**src/rtl/unsigned_prod_accum.sv**
```systemverilog
// unsigned_prod_accum
//
// Purpose:
//   Sums groups of 16-bit unsigned product terms from an upstream 8x8
//   multiplier. A group closes after LEN accepted terms, or earlier on a
//   term flagged with in_last. The group sum is registered, together with
//   an overflow flag, and held until the downstream consumer takes it.
//   A term accepted in the same cycle as an output handshake starts the
//   next group, so back-to-back groups run without a bubble.
//
// Parameters:
//   LEN    number of terms per group (1..256)
//   ACC_W  accumulator / result width (16..32)
//
// Configuration macro:
//   UNSIGNED_PROD_ACCUM_SAT_EN  when defined, the accumulator and the result
//                               clamp to 2^ACC_W-1 once any carry occurs in
//                               a group; otherwise sums wrap modulo 2^ACC_W.
//                               out_ovf reports the overflow in both builds.
//
// Ports:
//   clk        clock, rising edge
//   rst        synchronous active-high reset
//   in_valid   in_z holds a valid term
//   in_z       16-bit unsigned term
//   in_last    accepted term closes the current group
//   in_ready   combinational: a term is accepted this cycle if in_valid
//   out_valid  out_sum / out_ovf hold a completed group result
//   out_ready  consumer takes the result this cycle
//   out_sum    group sum (ACC_W bits)
//   out_ovf    group sum exceeded 2^ACC_W-1

module unsigned_prod_accum #(
    parameter int unsigned LEN   = 16,
    parameter int unsigned ACC_W = 24
) (
    input  logic             clk,
    input  logic             rst,
    input  logic             in_valid,
    input  logic [15:0]      in_z,
    input  logic             in_last,
    output logic             in_ready,
    output logic             out_valid,
    input  logic             out_ready,
    output logic [ACC_W-1:0] out_sum,
    output logic             out_ovf
);

    localparam int unsigned   CNT_W    = (LEN > 1) ? $clog2(LEN) : 1;
    localparam int unsigned   SUM_W    = ACC_W + 1;
    localparam logic [CNT_W-1:0] CNT_LAST = CNT_W'(LEN - 1);
    localparam logic [ACC_W-1:0] ACC_MAX  = '1;

    // Running group state
    logic [ACC_W-1:0] acc;
    logic [CNT_W-1:0] cnt;
    logic             ovf;

    // Next-state values
    logic [ACC_W-1:0] acc_d;
    logic [CNT_W-1:0] cnt_d;
    logic             ovf_d;
    logic             out_valid_d;
    logic [ACC_W-1:0] out_sum_d;
    logic             out_ovf_d;

    // Datapath
    logic             accept;
    logic             closing;
    logic [SUM_W-1:0] sum_ext;
    logic             carry;
    logic [ACC_W-1:0] add_res;

    // The result slot is free when empty or being drained this cycle
    assign in_ready = !out_valid || out_ready;
    assign accept   = in_valid && in_ready;

    // With LEN==1 the counter is stuck at 0 == CNT_LAST, so every term closes
    assign closing  = (cnt == CNT_LAST) || in_last;

    // One extra bit catches the carry out of the accumulator
    assign sum_ext  = SUM_W'(acc) + SUM_W'(in_z);
    assign carry    = sum_ext[ACC_W];

`ifdef UNSIGNED_PROD_ACCUM_SAT_EN
    // Once the group has overflowed it stays pinned at full scale
    assign add_res  = (carry || ovf) ? ACC_MAX : sum_ext[ACC_W-1:0];
`else
    // Modulo 2^ACC_W wrap; overflow is only reported through ovf
    assign add_res  = sum_ext[ACC_W-1:0];
`endif

    // Next-state logic
    always_comb begin
        acc_d       = acc;
        cnt_d       = cnt;
        ovf_d       = ovf;
        out_valid_d = out_valid;
        out_sum_d   = out_sum;
        out_ovf_d   = out_ovf;

        if (out_valid && out_ready) begin
            out_valid_d = 1'b0;
        end

        if (accept) begin
            if (closing) begin
                // A closing accept overrides the drain above: new result loads
                out_valid_d = 1'b1;
                out_sum_d   = add_res;
                out_ovf_d   = ovf || carry;
                acc_d       = '0;
                cnt_d       = '0;
                ovf_d       = 1'b0;
            end else begin
                acc_d       = add_res;
                cnt_d       = cnt + CNT_W'(1);
                ovf_d       = ovf || carry;
            end
        end
    end

    // State and output registers
    always_ff @(posedge clk) begin
        if (rst) begin
            acc       <= '0;
            cnt       <= '0;
            ovf       <= 1'b0;
            out_valid <= 1'b0;
            out_sum   <= '0;
            out_ovf   <= 1'b0;
        end else begin
            acc       <= acc_d;
            cnt       <= cnt_d;
            ovf       <= ovf_d;
            out_valid <= out_valid_d;
            out_sum   <= out_sum_d;
            out_ovf   <= out_ovf_d;
        end
    end

endmodule
```
**config.mk**
```make
export PLATFORM = sky130hd
export DESIGN_NAME = unsigned_prod_accum
export DESIGN_NICKNAME = d
export VERILOG_FILES = /design/src/rtl/unsigned_prod_accum.sv
export SDC_FILE = /design/constraint.sdc
export NUM_CORES = 1
export LEC_CHECK = 0
export CORE_UTILIZATION = 45
export CTS_BUF_LIST = sky130_fd_sc_hd__clkbuf_16
export DETAILED_ROUTE_END_ITERATION = 10
export PLACE_DENSITY = 0.69
export SETUP_SLACK_MARGIN = 0.3
export SLEW_MARGIN = 0
export SYNTH_ARGS = -nofsm -noshare
export SYNTH_HDL_FRONTEND = slang
export SYNTH_SLANG_ARGS = --single-unit
```
**constraint.sdc**
```tcl
create_clock -name clk -period 3.3 [get_ports clk]
set_clock_uncertainty 0.2 [all_clocks]
set_input_delay 0.99 -clock clk [delete_from_list [all_inputs] [get_ports clk]]
set_output_delay 0.99 -clock clk [all_outputs]
set_load 0.01 [all_outputs]
```
Yosys cells after proc, flatten, opt, wreduce, memory -nomap -nowiden
Index checks and enable logic that the tools add are counted.
{"block": "word_totals", "reg_bits": 55, "inputBits": 21, "out_inout_bits": 27, "elab_cells": 22}
{"block": "classes", "addsub": 2, "n_eq_ne": 1, "muxes": 6, "n_reduce_logical": 7}
{"cell": "24-bit by 16-bit adder with 25-bit output", "n": 1}
{"cell": "24-bit two-way mux", "n": 1}
{"cell": "4-bit by 1-bit adder with 4-bit output (second input constant)", "n": 1}
{"cell": "4-bit == test (second input constant)", "n": 1}
{"cell": "1-bit two-way mux", "n": 4}
{"cell": "4-bit two-way mux", "n": 1}
{"cell": "1-bit logical OR", "n": 3}
{"cell": "1-bit logical AND", "n": 2}
{"cell": "2-bit AND reduction", "n": 1}
{"cell": "1-bit logical NOT", "n": 1}

Depth between registers and ports, before layout
{"block": "logic_depth", "word_depth": 4, "mapped_depth": 10, "ltp_nobuf": 9}

Worst setup path before layout
OpenSTA, ideal clock, no wires.
{"block": "synth_timing", "kind": "input to register", "start": "in in_z[0]", "end": "reg acc[14]", "arrival_time_ps": 2762, "required_time_ps": 2962, "slack_ps": 200, "path_stages": 9, "path_cell_list": "ha_1 -> fa_1 -> a211oi_1 -> o21bai_1 -> a21oi_1 -> o221ai_1 -> a21o_1 -> nand3_1 -> o221ai_1"}
{"block": "synth_via", "elab_chain_cells": 2}
{"item": "start: declaration", "line": "40", "text": "input logic [15:0] in_z,"}
{"item": "24-bit by 16-bit adder with 25-bit output", "line": "82", "text": "assign sum_ext = SUM_W'(acc) + SUM_W'(in_z);"}
{"item": "24-bit two-way mux", "line": "107", "text": "if (closing) begin"}
{"item": "end signal: assignment", "line": "126", "text": "acc <= '0;"}
{"item": "end signal: assignment", "line": "133", "text": "acc <= acc_d;"}
{"item": "end: declaration", "line": "55", "text": "logic [ACC_W-1:0] acc;"}
No other way between the ends.
A chain may end at the register's enable or synchronous reset.

Worst setup path in the final report
{"block": "layout_timing", "start": "in in_z[0]", "end": "reg out_sum[16]"}
{"block": "layout_via", "elab_chain_cells": 1}
{"item": "24-bit by 16-bit adder with 25-bit output", "line": "82"}
{"item": "end signal: assignment", "line": "137", "text": "out_sum <= out_sum_d;"}
{"item": "end: declaration", "line": "45", "text": "output logic [ACC_W-1:0] out_sum,"}
No other way between the ends.

==> flow_summary.toml <==
[routing]
via_count = 3233
via_per_inst = 5.84
wl_met1_um = 3810
wl_met3_um = 601
drc_errors = 7
dr.first_iter.drc_count = 242
first_pass_iters = 10
detail_route.wl_per_cell_um = 16.1
met2WireLength_um = 4330
top_layer_used = "met4"
drt-total-wl_um = 8900
ant_nets = 0

[global_routing]
grt_max_degree = 49
grt_first_pass_wirelength_um = 13900
grt_pass1_vias = 2978
grt_antenna_before_repair = 0
track_usage_pct = 24.4
grt_overflow_total = 0

[critical_path]
path_class = "in -> reg"
start_kind = "input port"
cp_max_fo = 5
arrival_ps = 3020
cp_data_required_time_ps = 3310
endpoint_kind = "flop"

[floorplanning]
fp.coreArea_sq_um = 6420
rows = 29
ios = 48
die_h_um = 84.1
die-width_um = 84.1
dieArea_sq_um = 7080
initial_core_util_pct = 47.2

[job]
cap_violations = 0

[placed_design]
dpl.hpwl_um = 5630
portBuffers = 47
gp_congestion = 0.871
dpl.cell_count = 529

[status]
status = "complete, but fails checks"
violations = "DRC"

[pwr]
p_per_area_nw_per_um2 = 395
vdd_drop_max_mv = 0.235
p_leak_nw = 1.78
total_power_mw = 1.76

[synthesis]
yosysUniqueCellTypes = 48
syn_inst = 375
avgSynthCellArea_sq_um = 8.09
synth_nets = 414
synth-main-ff-cell = "dfxtp_1"
yosys_warnings = 0
ys_seq_area_share_pct = 36.3
async_flop_share_pct = 0
synth-edff-count = 0
synthesis.area_sq_um = 3030
ys_ff_latch = 55

[clock_tree]
clk_pin_slew_worst_paths_ps = 70
clock-sinks = 55
ctsHoldBuffers = 0
tritoncts = "built"
cts-root-buf = "clkbuf_16"
cts_max_level = 2
insertion_delay_ps = 290
numCtsBuffers = 5
max-clock-path-buffers = 2

[sta]
setup_viol = 0
min_period_ps = 3010
fmax_ghz = 0.332
rsz0062_at_grt = "false"
tightestPinTransition_ps = 583
finalCritPeriodShare_pct = 91.2
maxSlewViolCount = 0
final_hold_viol_count = 0
whs_ps = 253
maxSlewHeadroom_pct = 61.1
finalSetupTns_ps = 0

[final_layout]
utilization_pct = 69.6
layout_common_cells = "buf_4, dfxtp_1, nand2_1"
fin_cells = 554
syn2layout_area_growth_pct = 47.3
final_nets = 516
antenna_cells = 0
drive_gt1_share_pct = 27.0
final_common_cell = "buf_4"

[worst_hold_path]
hold_path.class = "reg -> reg"
logic make-up (layout without fill, tap and decap cells):
group	Yosys count	after routing	share of synthesized area [%]
and+or+nand+nor	143	143	22.2
xor gates and xnor gates	18	18	5.20
buffers and inverters	28	129	3.79
AOI/OAI and AO/OA	113	114	24.9
adders and majority gates	18	18	7.67
DFF	55	55	36.3
critical path, stage by stage:
cell      delay [ps]
clkbuf_2          90
ha_2             180
fa_2             360
a211oi_2         320
nor2_2           110
nand2b_4         100
a31oi_4          130
buf_12           160
o21a_4           240
xnor2_2          140
a211oi_1         230
sequential cells by signal (all words and copies together) (netlist names):
register	flops
acc	24
cnt	4
out_ovf	1
out_sum	24
out_valid	1
ovf	1
metrics by stage:
step | cell area, sq um | setup slack (ps)
2_1_floorplan | 3100 | 311
3_3_place_gp | 3960 | -244
4_1_cts | 4300 | 306
3_5_place_dp | 3960 | -294
5_1_grt | 4470 | 224
6_report | 4470 | 289
path summary, 6_finish.rpt:
path,startpoint,end,slack (ps),depth (start not counted)
max,in_z[0],out_sum[16],290,11
min,out_sum[7],out_sum[7],250,2
max reg2reg,acc[0],out_sum[16],740,10
min reg2reg,out_sum[7],out_sum[7],250,2
where the power goes:
| part | internal, mW | switching [mW] | leakage, nW | total [mW] |
|---|---|---|---|---|
| clock | 0.354 | 0.249 | 0.0759 | 0.603 |
| sequential | 0.695 | 0.0217 | 0.448 | 0.717 |
| combinational | 0.221 | 0.223 | 1.26 | 0.444 |
per-layer routing:
metal	vias up	GRT usage [%]
met5	-	0
met4	0	7.05
met3	18	4.25
met2	134	43.1
met1	1506	30.4
li1	1575	-
synth_stat cells, types with 2 or more instances:
library cell	instances	area, sq um
dfxtp_1	55	1100
nand2_1	53	199
a21oi_1	39	195
nor2_1	31	116
nand3_1	22	110
clkbuf_1	17	63.8
ha_1	17	213
a22oi_1	11	82.6
a21o_1	10	75.1
o21ai_0	9	45.0
xnor2_1	9	78.8
xor2_1	9	78.8
a211oi_1	8	60.1
nand4_1	8	50.1
nor3_1	8	40.0
a31oi_1	7	43.8
inv_1	6	22.5
o221ai_1	6	52.6
o211ai_1	5	37.5
or3_1	4	25.0
or4_1	4	30.0
a21o_2	2	17.5
a311oi_1	2	17.5
and3_1	2	12.5
buf_1	2	7.51
buf_2	2	10.0
nand2b_1	2	12.5
nand3b_1	2	15.0
o21a_1	2	15.0
o21bai_1	2	15.0
o31ai_1	2	15.0
area by class of cell:
class,count,area (sq um)
multi-input combinational,293,2110
fill,508,1950
sequential,55,1100
timing repair buffer,116,980
clock buffer,5,125
tap,77,96.3
clock inverter,2,37.5
inverter,6,22.5
what timing repair did:
action / CTS / global route
pin swaps: 32 / 35
resized for setup: 38 / 35
buffers inserted: 7 / 10
cloned: 1 / 0
setup endpoints to repair: 35 / 24
Note: power is estimated with default switching activity, not from simulation.
